`src/rtl/cdc_pkg.sv`:
```
// cdc_pkg: shared payload type and default sizing
// for the write-side CDC staging buffer.
package cdc_pkg;

    typedef logic [7:0] byte_t;

    localparam int CDC_WSTAGE_DEPTH = 4;

endpackage

```
`src/rtl/cdc_wr_mem.sv`:
```
// cdc_wr_mem: DEPTH x dat_t flop array, one write port
// and a combinational read port. Contents are not reset.
module cdc_wr_mem
    import cdc_pkg::*;
#(
    parameter type dat_t = byte_t,
    parameter int  DEPTH = CDC_WSTAGE_DEPTH,
    localparam int AW    = $clog2(DEPTH)
) (
    input  logic          wclk,
    input  logic          we,
    input  logic [AW-1:0] waddr,
    input  dat_t          d,
    input  logic [AW-1:0] raddr,
    output dat_t          q
);

    dat_t mem_q [DEPTH];

    always_ff @(posedge wclk) begin
        if (we) begin
            mem_q[waddr] <= d;
        end
    end

    assign q = mem_q[raddr];

endmodule

```
`src/rtl/cdc_wr_stage.sv`:
```
// cdc_wr_stage: write-domain elastic buffer feeding the
// FIFO synchronizer; holds each head word until wrdy takes it.
module cdc_wr_stage
    import cdc_pkg::*;
#(
    parameter type dat_t = byte_t,
    parameter int  DEPTH = CDC_WSTAGE_DEPTH
) (
    input  logic                   wclk,
    input  logic                   wrst_n,
    input  dat_t                   s_data,
    input  logic                   s_valid,
    output logic                   s_ready,
    output dat_t                   wdata,
    output logic                   wput,
    input  logic                   wrdy,
    output logic [$clog2(DEPTH):0] level,
    output logic                   empty,
    output logic                   full,
    output logic                   ovf
);

    localparam int            AW       = $clog2(DEPTH);
    localparam int            PW       = AW + 1;
    localparam logic [PW-1:0] FULL_LVL = PW'(DEPTH);
    localparam logic [PW-1:0] PTR_ONE  = PW'(1);

    logic [PW-1:0] wr_ptr_q, wr_ptr_d;
    logic [PW-1:0] rd_ptr_q, rd_ptr_d;
    logic          ovf_q, ovf_d;
    logic          stall_q, stall_d;
    dat_t          prev_q, prev_d;

    logic          push;
    logic          pop;
    logic          stall;
    logic [PW-1:0] lvl;

    // Flags come from registered pointers only; wrdy never reaches s_ready.
    assign lvl     = wr_ptr_q - rd_ptr_q;
    assign level   = lvl;
    assign full    = (lvl == FULL_LVL);
    assign empty   = (lvl == '0);
    assign s_ready = ~full;
    assign wput    = ~empty;
    assign ovf     = ovf_q;

    assign push  = s_valid & s_ready;
    assign pop   = wput & wrdy;
    assign stall = s_valid & ~s_ready;

    always_comb begin
        wr_ptr_d = wr_ptr_q;
        rd_ptr_d = rd_ptr_q;
        stall_d  = stall;
        prev_d   = s_data;
        ovf_d    = ovf_q;
        if (push) begin
            wr_ptr_d = wr_ptr_q + PTR_ONE;
        end
        if (pop) begin
            rd_ptr_d = rd_ptr_q + PTR_ONE;
        end
        // A word held across consecutive stalled cycles must not change.
        if (stall && stall_q && (s_data != prev_q)) begin
            ovf_d = 1'b1;
        end
    end

    always_ff @(posedge wclk or negedge wrst_n) begin
        if (!wrst_n) begin
            wr_ptr_q <= '0;
            rd_ptr_q <= '0;
            ovf_q    <= 1'b0;
            stall_q  <= 1'b0;
            prev_q   <= '0;
        end else begin
            wr_ptr_q <= wr_ptr_d;
            rd_ptr_q <= rd_ptr_d;
            ovf_q    <= ovf_d;
            stall_q  <= stall_d;
            prev_q   <= prev_d;
        end
    end

    cdc_wr_mem #(
        .dat_t (dat_t),
        .DEPTH (DEPTH)
    ) u_mem (
        .wclk  (wclk),
        .we    (push),
        .waddr (wr_ptr_q[AW-1:0]),
        .d     (s_data),
        .raddr (rd_ptr_q[AW-1:0]),
        .q     (wdata)
    );

    a_hold : assert property (
        @(posedge wclk) disable iff (!wrst_n)
        (wput && !wrdy) |=> (wput && $stable(wdata))
    );

    a_level : assert property (
        @(posedge wclk) disable iff (!wrst_n)
        (lvl <= FULL_LVL)
    );

endmodule

```
`config.mk`:
```
export PLATFORM = sky130hd
export DESIGN_NAME = cdc_wr_stage
export DESIGN_NICKNAME = d
export VERILOG_FILES = /design/src/rtl/cdc_pkg.sv /design/src/rtl/cdc_wr_mem.sv /design/src/rtl/cdc_wr_stage.sv
export SDC_FILE = /design/constraint.sdc
export NUM_CORES = 1
export LEC_CHECK = 0
export ABC_AREA = 1
export CAP_MARGIN = 20
export CORE_ASPECT_RATIO = 0.8
export CORE_MARGIN = 3
export CORE_UTILIZATION = 58
export CTS_CLUSTER_SIZE = 16
export DETAILED_ROUTE_END_ITERATION = 12
export HOLD_SLACK_MARGIN = 0.12
export PLACE_DENSITY_LB_ADDON = 0.15
export SETUP_SLACK_MARGIN = 0.1
export SYNTH_ARGS = -nofsm -noshare
export SYNTH_HDL_FRONTEND = slang
export SYNTH_SLANG_ARGS = --single-unit
```
`constraint.sdc`:
```
create_clock -name wclk -period 3.3 [get_ports wclk]
set_input_delay 0.33 -clock wclk [delete_from_list [all_inputs] [get_ports wclk]]
set_output_delay 0.33 -clock wclk [all_outputs]
set_load 0.05 [all_outputs]
```
Word level (Yosys, flattened, before mapping). Memory sizes are Yosys's and may differ from the RTL's. Index checks and enable logic that the tools add are counted.

Flip-flop bits (word level): 16. Latch bits: 0. RAM bits: 32. Memory bits (read-only): 0. Bits of input ports: 12. Logic and storage cells: 21. Memories kept: 1.

$add $sub $neg: 3. $mul: 0. Divide/modulo/power cells: 0. Magnitude comparators: 0. Equality and inequality tests: 2. Shift operators: 0. Multiplexer cells: 2. Bitwise operators: 5. Reductions and logical operators: 3.

Memories: u_mem.mem_q (depth 4, bits a word 8, rd ports 1, clocked after Yosys merged registers in 0, write ports 1, RTL line cdc_wr_mem.sv:18) `dat_t mem_q [DEPTH];`.

Operator list (count): 8-bit inequality test (1); 3-bit by 1-bit adder with 3-bit output, second input constant (2); 1-bit AND (3); 3-bit == test, second input constant (1); 3-bit zero test (1); 3-bit subtractor (1); 1-bit logical AND (2); 1-bit two-way mux (2); 1-bit inverter (2).

Depth between registers and ports, before layout. Gate-level depths: netlist of run 1.

Depth after elaboration: 6. Gate-level depth with buffers: 11. Gate-level depth less buffers: 11.

Cells and area by module. From an unflattened synthesis of run 1, not the netlist that was laid out.

Cell total of the unflattened synthesis: 244. Area total of the unflattened synthesis: 2247.2 um^2.

Modules (own cells, without submodules): cdc_wr_mem (instances 1, cells an instance 133, area an instance 1387.6 um^2, sequential area each 960.9 um^2); cdc_wr_stage (instances 1, cells an instance 111, area an instance 859.6 um^2, sequential area each 400.4 um^2).

Least setup slack after synthesis of run 1. OpenSTA, ideal clock, no wires.

Kind: flip-flop to flip-flop. Start: register wr_ptr_q[0]. End: memory u_mem.mem_q[0][0] in the netlist's numbering (enable). Library setup time: 0.371 ns. Arrival time: 1.978 ns. Path slack: 0.951 ns. Stages on the path, launching flop included: 9. Path buffers: 0. Cell sequence: dfrtp_1 inv_1 ha_1 fa_1 nand3_2 nand2_4 nand2_4 nand2_4 nor2_1.

Longest elaborated chain between the ends: 6.

Ends and longest elaborated chain: start, declared (RTL line cdc_wr_stage.sv:28) `logic [PW-1:0] wr_ptr_q, wr_ptr_d;`; start signal, assigned (RTL line cdc_wr_stage.sv:78) `wr_ptr_q <= wr_ptr_d;`; 3-bit subtractor (RTL line cdc_wr_stage.sv:40) `assign lvl = wr_ptr_q - rd_ptr_q;`; net level[2] (RTL line cdc_wr_stage.sv:17) `output logic [$clog2(DEPTH):0] level,`; 3-bit == test (RTL line cdc_wr_stage.sv:42) `assign full = (lvl == FULL_LVL);`; 1-bit inverter (RTL line cdc_wr_stage.sv:44) `assign s_ready = ~full;`; net s_ready (RTL line cdc_wr_stage.sv:13) `output logic s_ready,`; 1-bit AND (RTL line cdc_wr_stage.sv:48) `assign push = s_valid & s_ready;`; 1-bit two-way mux (RTL line cdc_wr_mem.sv:21) `if (we) begin`; 1-bit two-way mux (implied by the code) (RTL line cdc_wr_mem.sv:22) `mem_q[waddr] <= d;`; end, declared (RTL line cdc_wr_mem.sv:18).

The timed path passes the listed nets, and every way through them passes these cells.

Worst setup path in the final report of run 1.
Start: register wr_ptr_q[0]. End: output full.

Longest elaborated chain between the ends: 2.

Ends and longest elaborated chain: 3-bit subtractor (RTL line cdc_wr_stage.sv:40); 3-bit == test (RTL line cdc_wr_stage.sv:42); end, declared (RTL line cdc_wr_stage.sv:19) `output logic full,`.

No other way between the ends.

==> key figures, run 1 <==
STA
  – Final setup TNS: 0 ns
  – Maximum clock rate: 331 MHz
  – Worst Tran Pin Value: 0.766 ns
  – RSZ-0062 raised after global routing: no
  – Max Clock Skew: roughly 0.008 ns
  – Max-slew violation count: 0
  – Max-Slew Margin vs Limit: 0.488
  – Setup Viol. Count Final: 0
  – Fin. Hold Viols: 0
  – Final min period: around 3.0 ns
  – Period utilization: 0.916

Setup path
  – Setup crit start kind: flip-flop
  – Arr. time, crit path: around 2.7 ns
  – Reg2Reg Capture Point: u_mem.mem_q[2][7]$_DFFE_PP_
  – R2R Path Start: wr_ptr_q[0]$_DFFE_PN0N_
  – Worst Reg-to-Reg Cells: 8
  – Crit end category: output port
  – CP max FO: 6
  – Reg2Reg Setup Slack: between 0.8 and 0.9 ns
  – CP Data Required Time: 2.97 ns
  – Crit-path max cell delay: 0.79 ns
  – Critical Path Most Common Cell: inv_1
  – Largest delay share family, worst path: buffers and inverters
  – Worst path slowest cell: clkdlybuf4s50_1
  – Critical path class: flip-flop to output port
  – Crit path buf inv count: 4
  – Cells along the critical path: inv_1 -> ha_1 -> fa_1 -> nand2_1 -> inv_1 -> nand2_4 -> inv_1 -> clkdlybuf4s50_1

Layout
  – Final Net Count: 252
  – Share of layout cells above drive strength 1: 0.0812
  – FF+latch area: 0.00136 sq mm
  – Area of the multi-input gates: around 610 sq um
  – Final instance area: between 0.002 and 0.003 sq mm
  – Antenna cells: 0
  – Fillcell total: roughly 210
  – Area grow syn2layout: 20.5%

Routing
  – Via count: ~1,500
  – Final ANT Viol Nets: 0
  – Routed vias/inst: between 5 and 6
  – Initial DRC count: approximately 110
  – Final wirelength: 4240 um
  – Drt pass-1 iters: 4
  – Residual DRC: 0
  – Wire per inst: ~15 um

Synthesis
  – Synth Cell Area: about 0.0021 sq mm
  – Post-Synthesis Cells: approximately 200
  – Post-synth top area share: 0.454
  – Asr flop ratio synth: 0.333
  – Mapped Nets: between 200 and 250
  – Cell taking the most area after synthesis: edfxtp_1
  – Count leader, synth: nand2_1
  – List of most frequent post-synthesis cells: nand2_1, edfxtp_1, inv_1, nor2_1
  – Area contributors post-synth: edfxtp_1, dfrtp_1, nand2_1
  – Synth cell types: 22
  – Flops & latches, synth: 48
  – Avg Cell Area, Syn: approximately 11 sq um
  – Primary FF master, synth: edfxtp_1
  – Post-synthesis sequential area ratio: 0.643
  – YS warnings: 0
  – Post-synth EDFFs: 32

Clocking
  – CTS buffer count: 5
  – Post-CTS Setup Inserts: 0
  – CTS-repair resized insts: 0
  – CTS max path bufs: 2
  – CTS tree: done
  – Root buf cell: clkbuf_8
  – Worst-Skew Late Latency: roughly 0.30 ns
  – CTS hold repair buffers: 0
  – Sink Count: 48
  – Worst-path clk slew: 0.08 ns
  – Clock H-tree levels: 2

GRT
  – Pin count of the biggest net entering global routing: 20
  – Remaining Overflow, GRT: 0
  – Vias in the first global route: 1,481
  – Gr usage total: 0.219
  – Global-route wire length before repair: 6850 um
  – Initial antenna violation count: 0

Placed design
  – Final GP Congestion: around 0.77
  – Dpl cell area: roughly 0.0024 sq mm
  – I/O Buffers: 27
  – Detail Placement HPWL: 2890 um

Run status
  – Status: finished clean

Floorplanning
  – Starting density of the core: 0.644
  – Top Ports: 28
  – Die width: around 74 um
  – Die Y: ~60 um
  – Die Footprint: around 0.0044 sq mm
  – # rows: 18
  – Core area: 0.00329 sq mm

Flow run
  – Max Cap Viol: 0

Worst hold path
  – Hold WC Path Type: input port to async pin
[per-stage QoR]
| stage | worst slack [ns] | util | hold slack, ns | cells |
|---|---|---|---|---|
| 5_1_grt | 0.158 | 0.776 | 0.525 | 274 |
| 3_3_place_gp | 0.664 | 0.744 | 0.458 | 266 |
| 2_1_floorplan | 0.951 | - | 0.0344 | 199 |
| 4_1_cts | 0.271 | 0.776 | 0.496 | 274 |
| 6_report | 0.279 | 0.776 | 0.479 | 274 |
| 3_5_place_dp | 0.604 | 0.744 | 0.469 | 266 |
[cells in the final DEF (no fill, tap or decap), types with 6 or more instances in the layout]
cell type and n:
dfrtp_1 16, nand2_1 37, o22ai_1 8, o21ai_0 16, edfxtp_1 32, inv_1 31, clkdlybuf4s50_1 27, ha_1 6
nor2_1 30
[logic make-up (layout without fill, tap and decap cells)]
kind of cell,count (synthesis),after routing,share of synthesized area
AND/OR/NAND/NOR,80,80,0.168
adder cells (fa/ha/maj),7,7,0.0449
buffers and inverters,36,71,0.0673
AO/OA/AOI/OAI,26,26,0.0691
XOR/XNOR,2,2,0.00827
flip-flops,48,48,0.643
[area by class of cell]
class	instances	share of cell area
Sequential cell	48	0.533
Clock buffer	5	0.0270
Tap cell	40	0.0196
Multi-Input combinational cell	115	0.241
Inverter	32	0.0471
Timing Repair Buffer	31	0.118
Clock inverter	3	0.0147
[state kept, by name (all words and copies together), names as in the netlist]
name and count:
rd_ptr_q 3, stall_q 1, ovf 1, prev_q 8, u_mem.mem_q 32, wr_ptr_q 3
[how the worst max path moves through the flow]
stage                                       start                     endpoint  slack (ns)  cells after the start
final                     wr_ptr_q[0]$_DFFE_PN0N_                         full        0.28                      8
after detailed placement  wr_ptr_q[0]$_DFFE_PN0N_                         full        0.60                      8
after floorplan           wr_ptr_q[0]$_DFFE_PN0N_  u_mem.mem_q[0][0]$_DFFE_PP_        0.95                      8
after global placement    wr_ptr_q[0]$_DFFE_PN0N_                         full        0.66                      8
after global routing      wr_ptr_q[0]$_DFFE_PN0N_                         full        0.16                      8
after CTS                 wr_ptr_q[0]$_DFFE_PN0N_                         full        0.27                      8
[routing by layer]
| layer | vias to the layer above | wire (um) | GRT usage |
|---|---|---|---|
| met5 | - | 0 | 0 |
| li1 | 711 | - | - |
| met4 | 0 | 70 | 0.114 |
| met2 | 58 | 2070 | 0.354 |
| met1 | 676 | 1800 | 0.279 |
| met3 | 9 | 297 | 0.0471 |
Power of run 1 is left out: the tool's default activity adds up to more than one toggle a clock period on the data nets, which glitch-free logic cannot reach.
==> inputs of run 2 (changes only) <==
- HOLD_SLACK_MARGIN: 0.12 -> 0.15
- RECOVER_POWER: unset -> 50
==> run 2 against run 1 <==
Effect of this change:
- sequential cell count did not move
- wire length shrank 0.28%
- non-clock buffer count stayed put
- via count down 0.14%
- fmax hardly changed
- final area unchanged
- sequential share of layout area did not move
- critical endpoint unchanged
- first-iteration DRC count fell by 4.7%
==> key figures, run 2 (synthesis gave the netlist of run 1 again) <==
Run status
  – Status: finished clean

Placed design
  – Final GP Congestion: 0.775
  – Dpl cells: 266
  – Detail Placement HPWL: roughly 2900 um
  – I/O Buffers: 27

Setup path
  – Crit end category: output port
  – Worst Reg-to-Reg Cells: 8
  – CP Data Required Time: approximately 3.0 ns
  – Setup crit start kind: flip-flop
  – R2R Path Start: wr_ptr_q[0]$_DFFE_PN0N_
  – Reg2Reg Setup Slack: ~0.8 ns
  – Arr. time, crit path: 2.69 ns
  – CP max FO: 6
  – Critical path class: flip-flop to output port
  – Reg2Reg Capture Point: u_mem.mem_q[2][6]$_DFFE_PP_

STA
  – Final min period: around 3.0 ns
  – Fin. Hold Viols: 0
  – Worst Tran Pin Value: between 0.7 and 0.8 ns
  – Period utilization: 0.916
  – RSZ-0062 raised after global routing: no
  – Maximum clock rate: approximately 330 MHz
  – Max-slew violation count: 0
  – Max-Slew Margin vs Limit: 0.483
  – Setup Viol. Count Final: 0
  – Max Clock Skew: about 0.008 ns
  – Final setup TNS: 0 ns

Floorplanning
  – Core area: between 0.003 and 0.004 sq mm
  – Die Footprint: between 0.004 and 0.005 sq mm
  – # rows: 18
  – Die width: ~74 um
  – Top Ports: 28
  – Starting density of the core: 0.644
  – Die Y: ~60 um

GRT
  – Remaining Overflow, GRT: 0
  – Pin count of the biggest net entering global routing: 20
  – Global-route wire length before repair: just under 7000 um
  – Gr usage total: 0.219
  – Vias in the first global route: approximately 1,500
  – Initial antenna violation count: 0

Routing
  – Final ANT Viol Nets: 0
  – Drt pass-1 iters: 4
  – Routed vias/inst: 5.30
  – Wire per inst: approximately 15 um
  – Initial DRC count: 102
  – Final wirelength: between 4000 and 5000 um
  – Via count: 1,452
  – Residual DRC: 0

Layout
  – Register bank with the most flops: u_mem.mem_q
  – Final Net Count: 252
  – Regs by FF count: u_mem.mem_q: 32 flops, prev_q: 8 flops
  – Commonest non-fill, non-tap cell in the layout: nand2_1
  – Final Util: 0.776
  – Non-Filler Instances: around 270
  – Antenna cells: 0
  – Most frequent cells in the layout: nand2_1, edfxtp_1, inv_1
  – Area grow syn2layout: 20.5%
  – Share of layout cells above drive strength 1: 0.0812
  – Max reg flops: 32

Worst hold path
  – Min-delay src: ovf$_DFFE_PN0P_
  – Hold Path Stages: 1
  – Hold-critical path endpoint: ovf$_DFFE_PN0P_
  – Hold WC Path Type: flip-flop to flip-flop

Clocking
  – Post-CTS Setup Inserts: 0
  – Clock H-tree levels: 2
  – CTS hold repair buffers: 0
  – Worst-path clk slew: 0.08 ns
  – Worst-Skew Late Latency: approximately 0.3 ns
  – Sink Count: 48
  – CTS-repair resized insts: 0
  – CTS buffer count: 5
  – Root buf cell: clkbuf_8
  – CTS tree: done
  – CTS max path bufs: 2

Flow run
  – Max Cap Viol: 0
run 2: final cells by class:
cell class,count,area [sq um]
clock inverters,3,37.5
multi-input cells,115,614
well taps,40,50.0
clock buffers,5,68.8
flip-flops and latches,48,1360
repair buffers,31,300
inverters,32,120
fillers,212,736
run 2: per-stage QoR:
| stage | hold slack (ns) | instance area (sq um) | setup WS (ns) |
|---|---|---|---|
| 2_1_floorplan | 0.0344 | 2120 | 0.951 |
| 3_3_place_gp | 0.458 | 2450 | 0.664 |
| 3_5_place_dp | 0.469 | 2450 | 0.604 |
| 4_1_cts | 0.496 | 2550 | 0.271 |
| 5_1_grt | 0.525 | 2550 | 0.158 |
| 6_report | 0.489 | 2550 | 0.279 |
run 2: worst max path at each step:
stage	endpoint	cells after the start	slack [ns]	start
CTS	full	8	0.27	wr_ptr_q[0]$_DFFE_PN0N_
detailed placement	full	8	0.60	wr_ptr_q[0]$_DFFE_PN0N_
finish	full	8	0.28	wr_ptr_q[0]$_DFFE_PN0N_
global placement	full	8	0.66	wr_ptr_q[0]$_DFFE_PN0N_
floorplan	u_mem.mem_q[0][0]$_DFFE_PP_	8	0.95	wr_ptr_q[0]$_DFFE_PN0N_
global route	full	8	0.16	wr_ptr_q[0]$_DFFE_PN0N_
run 2: critical path, cell delays in order (launching register included):
cell	delay, ns
dfrtp_1	0.40
inv_1	0.11
ha_1	0.20
fa_1	0.50
nand2_1	0.06
inv_1	0.17
nand2_4	0.11
inv_1	0.06
clkdlybuf4s50_1	0.79
run 2: routing by layer:
metal / wire length [um] / global-route usage / vias up
met5: 0 / 0 / -
met4: 70 / 0.114 / 0
met3: 299 / 0.0471 / 9
met2: 2070 / 0.354 / 60
met1: 1790 / 0.279 / 672
li1: - / - / 711
Power of run 2 is left out for the same reason.
==> inputs of run 3 (changes only) <==
- CORE_UTILIZATION: 58 -> 59
- RECOVER_POWER: 50 -> unset
- SYNTH_HIERARCHICAL: unset -> 1
==> run 3 against run 2 <==
Effect of this change:
- synthesized area grew 6.1%
- sequential cell count is the same
- synthesized cell count grew 23%
- wire length shrank 5.0%
- critical path type unchanged
- utilization shrank 1.6 points
- highest routed layer unchanged
- register-to-register slack lost 0.12 ns
- first-iteration DRC count grew 40%
- hold slack lost 0.023 ns
- die area grew 3.9%
- count of clock-buffer cells in the layout is the same
- via count grew 7.2%
==> key figures, run 3 <==
Floorplanning
  – Die Footprint: roughly 0.0046 sq mm
  – Die Y: approximately 60 um
  – Top Ports: 28
  – Die width: 75 um
  – Core area: approximately 0.0035 sq mm
  – Starting density of the core: 0.634
  – # rows: 19

GRT
  – Gr usage total: 0.197
  – Initial antenna violation count: 0
  – Global-route wire length before repair: roughly 6400 um
  – Remaining Overflow, GRT: 0
  – Vias in the first global route: about 1,400
  – Pin count of the biggest net entering global routing: 21

Layout
  – Share of layout cells above drive strength 1: 0.0890
  – Area grow syn2layout: 19.8%
  – Antenna cells: 0
  – Register bank with the most flops: u_mem/mem_q
  – Max reg flops: 32
  – Final Net Count: approximately 300
  – Regs by FF count: u_mem/mem_q: 32 flops, prev_q: 8 flops
  – Most frequent cells in the layout: nand2_1, inv_1, edfxtp_1
  – Commonest non-fill, non-tap cell in the layout: nand2_1

Setup path
  – Crit path buf inv count: 4
  – Critical path class: flip-flop to output port
  – Critical Path Most Common Cell: inv_2
  – Crit-path max cell delay: ~0.78 ns
  – Largest delay share family, worst path: buffers and inverters
  – Worst path slowest cell: clkdlybuf4s50_1
  – Setup crit start kind: flip-flop
  – CP max FO: 6
  – Crit end category: output port
  – Cells along the critical path: inv_1 -> ha_1 -> fa_1 -> nand2_1 -> inv_2 -> nand2_4 -> inv_2 -> clkdlybuf4s50_1
  – Arr. time, crit path: 2.63 ns
  – CP Data Required Time: 2.97 ns

Synthesis
  – Simple-gate portion of the synthesized area: 0.232
  – Mapped Nets: 260
  – Mux cell area share after synthesis: 0
  – Synth Area in Adders: 0.0256
  – Count leader, synth: nand2_1
  – Post-Synthesis Cells: 244
  – Combinational family with the most area after synthesis: simple AND/OR/NAND/NOR gates
  – Xor and xnor area share after synthesis: 0.00780
  – Synth cell types: 22
  – List of most frequent post-synthesis cells: nand2_1, inv_1, edfxtp_1, nand3_1, dfrtp_1
  – Flops & latches, synth: 48
  – Avg Cell Area, Syn: ~9.2 sq um
  – Asr flop ratio synth: 0.333
  – Area contributors post-synth: edfxtp_1, dfrtp_1, nand2_1
  – Post-synthesis sequential area ratio: 0.606
  – Synth Area in Compound Gates: 0.00557
  – Post-synth top area share: 0.428
  – Synth Cell Area: between 0.002 and 0.0025 sq mm
  – Primary FF master, synth: edfxtp_1
  – Cell taking the most area after synthesis: edfxtp_1
  – Post-synth EDFFs: 32
  – YS warnings: 6

Routing
  – Final ANT Viol Nets: 0
  – Routed vias/inst: between 4 and 5
  – Drt pass-1 iters: 4
  – Initial DRC count: 143
  – Final wirelength: 4020 um
  – Wire per inst: approximately 12 um
  – Via count: about 1,600
  – Residual DRC: 0

Clocking
  – Post-CTS Setup Inserts: 0
  – Root buf cell: clkbuf_8
  – CTS buffer count: 5
  – Worst-Skew Late Latency: around 0.3 ns
  – CTS tree: done
  – Clock H-tree levels: 2
  – CTS-repair resized insts: 0
  – Worst-path clk slew: 0.09 ns
  – Sink Count: 48
  – CTS max path bufs: 2
  – CTS hold repair buffers: 0

Worst hold path
  – Hold WC Path Type: input port to async pin

STA
  – Fin. Hold Viols: 0
  – Maximum clock rate: between 300 and 400 MHz
  – Setup Viol. Count Final: 0
  – Worst Tran Pin Value: roughly 0.74 ns
  – Max Clock Skew: 0.0108 ns
  – Max-Slew Margin vs Limit: 0.507
  – Max-slew violation count: 0
  – RSZ-0062 raised after global routing: no
  – Final setup TNS: 0 ns
  – Period utilization: 0.898
  – Final min period: 2.96 ns

Run status
  – Status: finished clean

Placed design
  – Detail Placement HPWL: between 2000 and 3000 um
  – I/O Buffers: 27
  – Final GP Congestion: approximately 0.77

Flow run
  – Max Cap Viol: 0
[run 3: cell types whose count changed after synthesis, moves of 2 or more]
cell	change
nand2_1	+42
o22ai_1	-8
nor3_1	+4
buf_6	+2
ha_1	-3
inv_2	+4
nand3_1	+14
o21ai_0	-16
inv_1	+27
nor2_1	-20
[run 3: layout make-up]
cell class	instances	area [sq um]
sequential	48	1360
fill	244	851
multi-input combinational	128	608
timing repair buffer	33	315
inverter	64	243
clock buffer	5	68.8
tap	42	52.6
clock inverter	3	42.5
[run 3: cell families after synthesis]
family / after synthesis
AO/OA/AOI/OAI: 2
XOR/XNOR: 2
adder cells (fa/ha/maj): 4
buffers and inverters: 68
flip-flops: 48
AND/OR/NAND/NOR: 120
[run 3: final timing paths]
check | start | end | depth (start not counted) | slack [ns]
max | wr_ptr_q[0]$_DFFE_PN0P_ | empty | 8 | 0.34
min | wrst_n | rd_ptr_q[0]$_DFFE_PN0P_ | 1 | 0.47
max reg2reg | wr_ptr_q[0]$_DFFE_PN0P_ | u_mem/mem_q[3][5]$_DFFE_PP_ | 11 | 0.69
min reg2reg | ovf$_DFFE_PN0P_ | ovf$_DFFE_PN0P_ | 1 | 0.49
max in group asynchronous | wrst_n | prev_q[3]$_DFF_PN0_ | 1 | 2.36
min in group wclk | ovf$_DFFE_PN0P_ | ovf$_DFFE_PN0P_ | 1 | 0.49
[run 3: through the flow]
step / util / instances / hold WS, ns / instance area [sq um] / setup slack (ns)
6_report: 0.760 / 323 / 0.466 / 2690 / 0.336
4_1_cts: 0.760 / 323 / 0.488 / 2690 / 0.319
5_1_grt: 0.760 / 323 / 0.495 / 2690 / 0.221
3_3_place_gp: 0.728 / 315 / 0.466 / 2580 / 0.705
3_5_place_dp: 0.728 / 315 / 0.469 / 2580 / 0.657
2_1_floorplan: - / 244 / 0.0344 / 2250 / 0.582
[run 3: layer usage]
| metal | share of wire | track usage |
|---|---|---|
| met1 | 0.43 | 0.263 |
| met2 | 0.50 | 0.320 |
| met3 | 0.063 | 0.0457 |
| met4 | 0.010 | 0.0736 |
| met5 | 0 | 0 |
Power of run 3 is left out for the same reason.
